## config.mk

```make
export PLATFORM = sky130hd
export DESIGN_NAME = microsequencer
export DESIGN_NICKNAME = d
export VERILOG_FILES = /design/src/rtl/microsequencer_pkg.sv /design/src/rtl/microsequencer_ns_mux.sv /design/src/rtl/microsequencer.sv
export SDC_FILE = /design/constraint.sdc
export NUM_CORES = 1
export LEC_CHECK = 0
export BUFFER_PORTS_ARGS = -buffer_cell sky130_fd_sc_hd__buf_2
export CORE_UTILIZATION = 25
export CTS_BUF_LIST = sky130_fd_sc_hd__clkbuf_2
export DETAILED_ROUTE_END_ITERATION = 10
export SLEW_MARGIN = 30
export SYNTH_ARGS = -nofsm -noshare
export SYNTH_HDL_FRONTEND = slang
export SYNTH_HIERARCHICAL = 1
export SYNTH_SLANG_ARGS = --single-unit
```

## constraint.sdc

```tcl
create_clock -name clk -period 5.3 [get_ports clk]
set_clock_uncertainty 0.05 [all_clocks]
set_input_delay 1.59 -clock clk [delete_from_list [all_inputs] [get_ports clk]]
set_output_delay 1.59 -clock clk [all_outputs]
set_load 0.1 [all_outputs]
```

## src/rtl/microsequencer_pkg.sv

```systemverilog
// -----------------------------------------------------------------------------
// microsequencer_pkg
//
// Shared control-unit definitions used by the microsequencer and its
// next-state selector:
//   - ns_code_e           : the 3-bit sequencing codes carried in field `n`
//                           of every control word
//   - STATE_W             : microstate address width (microstore address)
//   - FETCH_STATE         : entry point of the instruction fetch routine
//   - DEFAULT_FAULT_STATE : microroutine that handles bus and sequencing faults
//   - WCNT_W              : width of the memory-wait counter
// -----------------------------------------------------------------------------
package microsequencer_pkg;

    localparam int STATE_W = 10;
    localparam int WCNT_W  = 8;

    localparam logic [STATE_W-1:0] FETCH_STATE         = 10'd0;
    localparam logic [STATE_W-1:0] DEFAULT_FAULT_STATE = 10'd43;

    typedef enum logic [2:0] {
        NS_DECODE      = 3'b000,  // jump to the encoder's first execute state
        NS_FETCH       = 3'b001,  // restart the fetch routine
        NS_BRANCH      = 3'b010,  // unconditional branch to cr
        NS_INCR        = 3'b011,  // fall through to the next state
        NS_WAIT_INCR   = 3'b100,  // hold until moc, then fall through
        NS_COND_BRANCH = 3'b101,  // branch to cr when cond ^ inv
        NS_WAIT_BRANCH = 3'b110,  // hold until moc, then branch to cr
        NS_ILLEGAL     = 3'b111   // unused encoding
    } ns_code_e;

    // Codes that stall on the memory handshake.
    function automatic logic is_wait_code(input logic [2:0] code);
        return (code == NS_WAIT_INCR) || (code == NS_WAIT_BRANCH);
    endfunction

endpackage : microsequencer_pkg

```

## src/rtl/microsequencer_ns_mux.sv

```systemverilog
// -----------------------------------------------------------------------------
// microsequencer_ns_mux
//
// Purely combinational selection of the next microstate address from the
// sequencing fields of the current control word. A MOC timeout overrides
// every sequencing code.
//
// Ports:
//   n             in  3        sequencing code
//   inv           in  1        condition inverter for the conditional branch
//   moc           in  1        memory operation complete
//   cond          in  1        branch condition result
//   timeout       in  1        memory wait has exhausted its budget
//   cr            in  STATE_W  branch target from the control word
//   encoder_state in  STATE_W  first execute state from the encoder
//   current_state in  STATE_W  registered current microstate
//   next_state    out STATE_W  selected next microstate
// -----------------------------------------------------------------------------
module microsequencer_ns_mux
    import microsequencer_pkg::*;
#(
    parameter int                  STATE_W     = microsequencer_pkg::STATE_W,
    parameter logic [STATE_W-1:0]  FAULT_STATE = STATE_W'(DEFAULT_FAULT_STATE)
) (
    input  logic [2:0]          n,
    input  logic                inv,
    input  logic                moc,
    input  logic                cond,
    input  logic                timeout,
    input  logic [STATE_W-1:0]  cr,
    input  logic [STATE_W-1:0]  encoder_state,
    input  logic [STATE_W-1:0]  current_state,
    output logic [STATE_W-1:0]  next_state
);

    logic [STATE_W-1:0] incr;

    always_comb begin
        // Truncation to STATE_W bits gives the modulo wrap from the top state.
        incr       = current_state + STATE_W'(1);
        next_state = STATE_W'(FETCH_STATE);

        case (ns_code_e'(n))
            NS_DECODE:      next_state = encoder_state;
            NS_FETCH:       next_state = STATE_W'(FETCH_STATE);
            NS_BRANCH:      next_state = cr;
            NS_INCR:        next_state = incr;
            NS_WAIT_INCR:   next_state = moc ? incr : current_state;
            NS_COND_BRANCH: next_state = (cond ^ inv) ? cr : incr;
            NS_WAIT_BRANCH: next_state = moc ? cr : current_state;
            NS_ILLEGAL:     next_state = STATE_W'(FETCH_STATE);
            default:        next_state = STATE_W'(FETCH_STATE);
        endcase

        // Timeout is only raised while moc is low, so a completing memory
        // operation always wins over the fault.
        if (timeout) begin
            next_state = FAULT_STATE;
        end
    end

endmodule : microsequencer_ns_mux

```

## src/rtl/microsequencer.sv

```systemverilog
// -----------------------------------------------------------------------------
// microsequencer
//
// Next-state address generator feeding the microstore. Holds the current
// microstate, counts memory-wait cycles and raises one-cycle pulses on a
// MOC timeout or an illegal sequencing code. next_state is combinational so
// the microstore and this block's state register capture on the same edge.
//
// Ports:
//   clk           in  1        rising-edge clock
//   reset         in  1        asynchronous active-high reset
//   n             in  3        sequencing code from the current control word
//   inv           in  1        condition inverter for the conditional branch
//   cr            in  STATE_W  branch target from the current control word
//   encoder_state in  STATE_W  first execute state from the encoder
//   moc           in  1        memory operation complete
//   cond          in  1        branch condition result
//   next_state    out STATE_W  combinational address to the microstore
//   current_state out STATE_W  registered current microstate
//   bus_fault     out 1        one-cycle pulse after a MOC timeout edge
//   illegal_ns    out 1        one-cycle pulse after an edge with n = 111
// -----------------------------------------------------------------------------
module microsequencer
    import microsequencer_pkg::*;
#(
    parameter int                  STATE_W     = microsequencer_pkg::STATE_W,
    parameter int                  MOC_TIMEOUT = 15,
    parameter logic [STATE_W-1:0]  FAULT_STATE = STATE_W'(DEFAULT_FAULT_STATE)
) (
    input  logic                clk,
    input  logic                reset,
    input  logic [2:0]          n,
    input  logic                inv,
    input  logic [STATE_W-1:0]  cr,
    input  logic [STATE_W-1:0]  encoder_state,
    input  logic                moc,
    input  logic                cond,
    output logic [STATE_W-1:0]  next_state,
    output logic [STATE_W-1:0]  current_state,
    output logic                bus_fault,
    output logic                illegal_ns
);

    localparam logic [WCNT_W-1:0] WCNT_LAST = WCNT_W'(MOC_TIMEOUT - 1);

    logic [STATE_W-1:0] current_state_q, current_state_d;
    logic [WCNT_W-1:0]  wcnt_q, wcnt_d;
    logic               bus_fault_q, bus_fault_d;
    logic               illegal_ns_q, illegal_ns_d;

    logic               waiting;
    logic               timeout;
    logic [STATE_W-1:0] mux_state;

    microsequencer_ns_mux #(
        .STATE_W     (STATE_W),
        .FAULT_STATE (FAULT_STATE)
    ) u_ns_mux (
        .n             (n),
        .inv           (inv),
        .moc           (moc),
        .cond          (cond),
        .timeout       (timeout),
        .cr            (cr),
        .encoder_state (encoder_state),
        .current_state (current_state_q),
        .next_state    (mux_state)
    );

    always_comb begin
        // moc is only meaningful inside a wait code.
        waiting = is_wait_code(n) && !moc;
        timeout = waiting && (wcnt_q == WCNT_LAST);

        // The timeout edge clears the counter along with every non-wait edge.
        wcnt_d = (waiting && !timeout) ? wcnt_q + WCNT_W'(1) : '0;

        current_state_d = mux_state;
        bus_fault_d     = timeout;
        illegal_ns_d    = (n == NS_ILLEGAL);

        // The microstore must see state 0 while reset is held, not the
        // address computed from whatever the control word happens to carry.
        next_state = reset ? STATE_W'(FETCH_STATE) : mux_state;
    end

    always_ff @(posedge clk or posedge reset) begin
        if (reset) begin
            current_state_q <= STATE_W'(FETCH_STATE);
            wcnt_q          <= '0;
            bus_fault_q     <= 1'b0;
            illegal_ns_q    <= 1'b0;
        end else begin
            current_state_q <= current_state_d;
            wcnt_q          <= wcnt_d;
            bus_fault_q     <= bus_fault_d;
            illegal_ns_q    <= illegal_ns_d;
        end
    end

    assign current_state = current_state_q;
    assign bus_fault     = bus_fault_q;
    assign illegal_ns    = illegal_ns_q;

endmodule : microsequencer

```

Yosys cells after proc, flatten, opt, wreduce, memory -nomap -nowiden
Index checks and enable logic that the tools add are counted.
{"block": "word_totals", "ff_bits": 20, "in_bits": 28, "elab_cells": 30}
{"block": "classes", "n_bitwise": 1, "n_mux": 7, "n_eq_ne": 8, "addsub": 2, "n_reduce_logical": 8}
{"cell": "one-hot mux 10 bit (7 select lines)", "count": 1}
{"cell": "2-to-1 mux 10 bit", "count": 5}
{"cell": "equality test 3 bit (second input constant)", "count": 4}
{"cell": "adder 10 x 1 -> 10 bit (second input constant)", "count": 1}
{"cell": "adder 8 x 1 -> 8 bit (second input constant)", "count": 1}
{"cell": "equality test 8 x 4 -> 1 bit (second input constant)", "count": 1}
{"cell": "2-to-1 mux 8 bit", "count": 1}
{"cell": "equality test 3 x 2 -> 1 bit (second input constant)", "count": 2}
{"cell": "equality test 3 x 1 -> 1 bit (second input constant)", "count": 1}
{"cell": "logical AND 1 bit", "count": 3}
{"cell": "zero test 3 bit", "count": 1}
{"cell": "zero test 1 bit", "count": 2}
{"cell": "OR reduction 2 bit", "count": 1}
{"cell": "logical OR 1 bit", "count": 1}
{"cell": "bitwise XOR 1 bit", "count": 1}

Longest topological paths before layout
Gate-level depths: netlist of the first run.
{"block": "depth", "ltp_word": 7, "mapped_depth": 8, "depth_no_buf": 8}

By module
The synthesis of the first run kept the hierarchy.
{"module": "microsequencer", "area_each_um2": 787.0, "seq_area_each_um2": 500.5, "cells_each": 65, "instances": 1}
{"module": "microsequencer_ns_mux", "area_each_um2": 772.0, "seq_area_each_um2": 0.0, "cells_each": 118, "instances": 1}

Worst setup path before layout of the first run
OpenSTA, ideal clock, no wires.
{"block": "synth_timing", "kind": "input to output", "startpoint": "in n[0]", "endpoint": "out next_state[1]", "arrival_ps": 4371, "path_stages": 6, "slack_ps": -711, "path_buffers": 1, "cell_sequence": "or3b_2 -> nor3_1 -> clkbuf_1 -> a211oi_1 -> a21oi_1 -> nor2b_1"}
{"block": "synth_between", "elab_chain_len": 6, "word_cells_on_any_way": 15, "cone_classes": "eq/ne: 7; mux: 3; reduce/logical: 5"}
{"item": "start, declared", "line": "microsequencer.sv:32", "text": "input logic [2:0] n,"}
{"item": "equality test 3 bit", "line": "microsequencer_pkg.sv:34", "text": "return (code == NS_WAIT_INCR) || (code == NS_WAIT_BRANCH);"}
{"item": "logical OR 1 bit *", "line": "microsequencer_pkg.sv:34"}
{"item": "logical AND 1 bit *", "line": "microsequencer.sv:72", "text": "waiting = is_wait_code(n) && !moc;"}
{"item": "logical AND 1 bit *", "line": "microsequencer.sv:73", "text": "timeout = waiting && (wcnt_q == WCNT_LAST);"}
{"item": "net bus_fault_d", "line": "microsequencer.sv:48", "text": "logic bus_fault_q, bus_fault_d;"}
{"item": "2-to-1 mux 10 bit *", "line": "microsequencer_ns_mux.sv:57", "text": "if (timeout) begin"}
{"item": "net current_state_d[1]", "line": "microsequencer.sv:46", "text": "logic [STATE_W-1:0] current_state_q, current_state_d;"}
{"item": "2-to-1 mux 10 bit *", "line": "microsequencer.sv:84", "text": "next_state = reset ? STATE_W'(FETCH_STATE) : mux_state;"}
{"item": "end, declared", "line": "microsequencer.sv:38", "text": "output logic [STATE_W-1:0] next_state,"}
Mark *: on every way through the listed nets, which the timed path passes. The rest lies on a longest branch.

Worst setup path in the final report of the first run
{"block": "layout_timing", "startpoint": "in n[0]", "endpoint": "out next_state[5]"}
Same word-level chain as after synthesis.

==> results of run 1 <==
[path summary, 6_finish.rpt]
check | end | slack [ns] | cells after the start
setup / recovery | next_state[5] | 0.24 | 9
hold / removal | wcnt_q[0] | 0.50 | 1
setup reg to reg | current_state[5] | 3.18 | 8
hold reg to reg | wcnt_q[0] | 0.50 | 1
max in group asynchronous | wcnt_q[5] | 3.22 | 2
min in group asynchronous | current_state[8] | 1.49 | 2
[per-stage QoR]
step | setup WS, ns | cells | utilization, % | area, µm²
2_1_floorplan | -0.1928 | 183 | - | 1594
3_3_place_gp | 0.06998 | 306 | 34.85 | 2076
3_5_place_dp | 0.08380 | 306 | 34.85 | 2076
4_1_cts | 0.06345 | 310 | 35.61 | 2121
5_1_grt | 0.1458 | 310 | 35.69 | 2126
6_report | 0.2378 | 310 | 35.69 | 2126
[layer usage]
| layer | routed length (µm) | vias up |
|---|---|---|
| met1 | 2071 | 719 |
| met4 | 51 | 0 |
| li1 | - | 774 |
| met3 | 305 | 4 |
| met5 | 0 | - |
| met2 | 2068 | 65 |
[worst max-delay path: stages]
cell and delay [ns]:
buf_2 0.10, or3b_2 0.49, nor3_2 0.37, buf_4 0.22
a21oi_1 0.05, o221ai_1 0.10, a21o_1 0.13, nor2b_2 0.18
buf_12 0.19
[layout make-up]
| type | count | area, µm² |
|---|---|---|
| fillers | 647 | 3830 |
| multi-input cells | 144 | 1010 |
| flip-flops and latches | 20 | 500.5 |
| repair buffers | 56 | 432.9 |
| well taps | 75 | 93.84 |
| inverters | 11 | 43.79 |
| clock inverters | 1 | 30.03 |
| clock buffers | 3 | 15.01 |
[logic make-up after synthesis]
logic type / count (synthesis)
simple gates: 77
xor+xnor: 7
flops: 20
fa+ha+maj: 3
buf+inv: 19
compound gates: 57
[registers in the layout, summed over array words and instances (netlist names)]
register / count
current_state: 10
illegal_ns: 1
wcnt_q: 8
bus_fault: 1
[what timing repair did]
item,in CTS,in global routing
gates resized for setup,0,1
endpoints found under the setup margin,0,2
endpoints found under the hold margin,0,0
[Yosys cell counts (4+ instances only)]
cell type,number,share of area (%)
a211oi_1,7,3.4
a21oi_1,14,4.5
a22oi_1,6,2.9
a31oi_1,4,1.6
and3_1,5,2.0
dfrtp_1,20,32
inv_1,10,2.4
nand2_1,8,1.9
nand3_1,8,2.6
nor2_1,19,4.6
nor2b_1,13,5.2
nor3_1,5,1.6
o21ai_0,5,1.6
or3_1,4,1.6
[power groups by stage]
stage,Sequential (mW),Clock (mW),Combinational [mW]
finish,0.184,0.120,0.298
global placement,0.187,0,0.298
detailed placement,0.187,0,0.298
floorplan,0.273,0,0.134
global route,0.187,0.131,0.314
CTS,0.184,0.125,0.299
==> results.py, run 1 <==
metrics = {
    "worst_setup_path": {
        "cp-end-kind": "output pin",
        "cp.arrival_ns": 3.42,
        "rr_startpoint": "wcnt_q[0]",
        "required_ns": 3.66,
        "startpoint_type": "input pin",
        "cp_max_fo": 5,
        "critical_path_class": "input pin to output pin",
        "crit_path_start": "n[0]",
    },
    "floorplanning": {
        "fp.dieW_um": 80.97,
        "io_pins": 50,
        "core_um2": 5956,
        "dieArea_um2": 6556,
        "start_util_pct": 26.18,
        "fp.dieH_um": 80.97,
        "core.rowCount": 28,
    },
    "timing": {
        "slew_viol_final": 0,
        "finalCritPeriodShare_pct": 95.51,
        "final_hold_viol_count": 0,
        "min_period_ns": 5.062,
        "setup_violations": 0,
        "relSlewSlack_pct": 46.01,
        "rsz0062_at_grt": "false",
        "hold-worst-slack_ns": 0.5024,
        "clock.fmax_ghz": 0.1975,
        "setup_tns_ns": 0,
        "worst_pin_slew_ns": 0.8090,
    },
    "clock_network": {
        "postCtsSetupBuffers": 0,
        "h-tree-depth": 1,
        "cts_root_buffer": "clkbuf_2",
        "cts.sinks": 20,
        "cts_buffers": 3,
        "clk_latency_ns": 0.34,
        "tritoncts": "yes",
        "hold_buffers": 0,
        "clk_pin_slew_worst_paths_ns": 0.22,
        "cts_buffer_depth": 2,
    },
    "detailed_routing": {
        "viasPerCell": 5.039,
        "drtIter0Drc": 137,
        "wl_per_cell_um": 14.50,
        "drt_pass1_iterations": 4,
        "routed_wl_um": 4496,
        "drcViolationCount": 0,
        "ant_nets": 0,
        "vias": 1562,
    },
    "logic_synthesis": {
        "syn-cell-area_um2": 1559,
        "synth_nets": 214,
        "synth_cell_type_count": 53,
        "netlist_instances": 183,
        "synth-xor-area-share_pct": 4.414,
        "syn_area_per_cell_um2": 8.519,
        "yosys.area_share.simple_pct": 28.25,
        "synth_edf_count": 0,
        "synthMuxAreaShare_pct": 0,
        "synth_top_family_by_area": "simple AND/OR/NAND/NOR gates",
        "ys_ff_latch": 20,
        "synthArstFlopShare_pct": 100.0,
        "ys_seq_area_share_pct": 32.10,
        "synth_compound_area_share_pct": 27.13,
        "synthAdderAreaFrac_pct": 2.408,
        "synth_warnings": 6,
        "synthFlopType": "dfrtp_1",
    },
    "hold_path": {
        "worstHoldStart": "wcnt_q[0]",
        "hold_path.class": "flip-flop to flip-flop",
    },
    "global_routing": {
        "grt.busiest_layer": "met2",
        "met2_usage_pct": 22.02,
        "grt_pass1_vias": 1460,
        "grt_max_degree": 21,
        "track_usage_pct": 13.97,
        "gr-usage-met1_pct": 19.69,
        "met3_usage_pct": 0.8989,
        "grt_pass1_wl_um": 7003,
        "grt.overflow.total": 0,
        "grt_antenna_before_repair": 0,
    },
    "power": {
        "pwr-share-seq_pct": 30.5,
        "power.switching_uw": 286.9,
        "powerDensity_nw_per_um2": 283.3,
        "comb_power_share_pct": 49.5,
        "internal-power_uw": 315.3,
        "design_power_total_uw": 602.2,
        "clkPwrFrac_pct": 19.9,
        "leakage_nw": 0.9555,
        "irDropWorstVdd_mv": 0.1260,
        "switching_share_pct": 47.64,
    },
    "placement": {
        "gp_congestion": 0.8485,
        "place.port_buffers": 49,
        "hpwl_um": 3397,
    },
    "layout": {
        "final_common_cell": "buf_2",
        "layout_common_cells": "40 x buf_2, 20 x dfrtp_1, 19 x nor2_1",
        "syn2layout_area_growth_pct": 36.36,
        "fin_nets": 267,
        "drive_gt1_share_pct": 36.17,
        "diodes": 0,
    },
    "status": {
        "status": "completed",
    },
    "job": {
        "maxCapViolCount": 0,
    },
}
(Power assumes the default switching activity.)
==> inputs of run 2 (changes only) <==
--- a/config.mk
+++ b/config.mk
@@ -9,6 +9,7 @@
 export CORE_UTILIZATION = 25
 export CTS_BUF_LIST = sky130_fd_sc_hd__clkbuf_2
 export DETAILED_ROUTE_END_ITERATION = 10
+export GPL_TIMING_DRIVEN = 0
 export SLEW_MARGIN = 30
 export SYNTH_ARGS = -nofsm -noshare
 export SYNTH_HDL_FRONTEND = slang
==> results.py, run 2 (synthesis results as in run 1) <==
metrics = {
    "worst_setup_path": {
        "cpPeakStageDelay_ns": 0.51,
        "cp_top_family": "simple AND/OR/NAND/NOR gates",
        "cp.buffers_inverters": 3,
        "crit_cells": 8,
        "cp-end-kind": "output pin",
        "cp.arrival_ns": 3.52,
        "rr_startpoint": "wcnt_q[0]",
        "reg2regPathDepth": 7,
        "cp_max_fo": 10,
        "critPathSlowestCell": "or3b_2",
        "critical_path_class": "input pin to output pin",
        "r2r_setup_slack_ns": 3.14,
        "crit_chain": "buf_2, or3b_2, nor3_4, clkbuf_4, a211oi_1, a21oi_1, nor2b_4, buf_6",
        "required_ns": 3.66,
        "worst_r2r_endpoint": "current_state[0]",
        "startpoint_type": "input pin",
    },
    "detailed_routing": {
        "routed_wl_um": 4409,
        "drtIter0Drc": 65,
        "drcViolationCount": 0,
        "vias": 1528,
        "viasPerCell": 4.913,
        "ant_nets": 0,
        "wl_per_cell_um": 14.18,
        "drt_pass1_iterations": 4,
    },
    "global_routing": {
        "grt.overflow.total": 0,
        "grt_max_degree": 21,
        "grt_antenna_before_repair": 0,
        "track_usage_pct": 14.32,
        "grt_pass1_vias": 1461,
        "grt_pass1_wl_um": 7148,
    },
    "layout": {
        "syn2layout_area_growth_pct": 28.97,
        "layout_common_cells": "48 x buf_2, 20 x dfrtp_1, 19 x nor2_1",
        "largest_register_ffs": 10,
        "drive_gt1_share_pct": 35.59,
        "diodes": 0,
        "final_common_cell": "buf_2",
        "fin_nets": 268,
        "instances_no_fill": 311,
        "multiInputGateArea_um2": 1016,
        "fillers": 628,
        "seq_area_um2": 500.5,
    },
    "clock_network": {
        "cts_root_buffer": "clkbuf_2",
        "clk_latency_ns": 0.33,
        "cts_buffer_depth": 2,
        "cts_buffers": 3,
        "postCtsSetupBuffers": 0,
        "h-tree-depth": 1,
        "tritoncts": "yes",
        "cts.sinks": 20,
        "clk_pin_slew_worst_paths_ns": 0.22,
    },
    "timing": {
        "finalCritPeriodShare_pct": 97.32,
        "final_hold_viol_count": 0,
        "setup_violations": 0,
        "rsz0062_at_grt": "false",
        "relSlewSlack_pct": 43.35,
        "slew_viol_final": 0,
        "clock.fmax_ghz": 0.1939,
        "setup_tns_ns": 0,
        "min_period_ns": 5.158,
        "worst_pin_slew_ns": 0.8498,
    },
    "placement": {
        "hpwl_um": 3315,
        "dp.cells": 307,
        "place.port_buffers": 49,
        "gp_congestion": 0.7966,
    },
    "floorplanning": {
        "fp.dieH_um": 80.97,
        "start_util_pct": 26.18,
        "core.rowCount": 28,
        "core_um2": 5956,
        "fp.dieW_um": 80.97,
        "dieArea_um2": 6556,
        "io_pins": 50,
    },
    "power": {
        "irDropWorstVdd_mv": 0.1269,
        "leakage_nw": 0.9363,
        "powerDensity_nw_per_um2": 288.4,
    },
    "status": {
        "status": "completed",
    },
    "hold_path": {
        "worstHoldStart": "wcnt_q[0]",
        "hold_path.class": "flip-flop to flip-flop",
        "min_to": "wcnt_q[0]",
        "hold_path_depth": 1,
    },
    "job": {
        "maxCapViolCount": 0,
    },
}
==> run 2: changes by cell type in the layout (fill, tap and decap cells not counted) <==
cell	change
nor3_2	-1
clkbuf_4	+2
nor3_4	+1
buf_12	-9
clkbuf_1	+2
buf_6	+3
buf_4	-5
buf_2	+8
==> run 2: what timing repair did <==
action                                  CTS  global route
cloned                                    0             0
endpoints found under the setup margin    8             4
gates resized for setup                   6             4
hold buffers                              0             0
==> run 2: area by class of cell <==
type,count,share of cell area [%]
multi-input cells,144,50.53
flip-flops and latches,20,24.89
repair buffers,49,13.07
well taps,75,4.667
plain buffers,8,2.427
inverters,11,2.178
clock inverters,1,1.493
clock buffers,3,0.7467
==> run 2: layer usage <==
metal,vias up,GRT usage [%],wire length (µm)
li1,777,-,-
met1,713,20.08,2268
met2,36,22.02,1944
met3,2,1.236,156
met4,0,6.786,40
met5,-,0,0
==> run 2: how the worst max path moves through the flow <==
stage / start / slack, ns / endpoint
floorplan: n[0] / -0.19 / next_state[1]
global placement: n[2] / -0.46 / next_state[0]
detailed placement: n[2] / -0.50 / next_state[0]
CTS: n[2] / 0.002 / next_state[0]
global route: n[2] / 0.03 / next_state[0]
finish: n[2] / 0.14 / next_state[0]
==> run 2: metrics by stage <==
step	worst slack (ns)	hold slack, ns	power, mW	utilization [%]	area (µm²)
floorplan	-0.1928	0.4384	0.4070	-	1594
global placement	-0.4621	0.4774	0.4592	32.46	1933
detailed placement	-0.4986	0.4780	0.4603	32.46	1933
CTS	0.001670	0.5049	0.5837	33.49	1994
global route	0.03462	0.5442	0.6066	33.76	2011
finish	0.1419	0.5040	0.5799	33.76	2011
==> run 2: power by group <==
group	leakage, nW	total (mW)	switching [mW]	internal (mW)
combinational	0.646	0.277	0.209	0.0674
clock	0.0266	0.119	0.0541	0.0650
sequential	0.264	0.184	0.0188	0.165
total	0.936	0.580	0.282	0.298
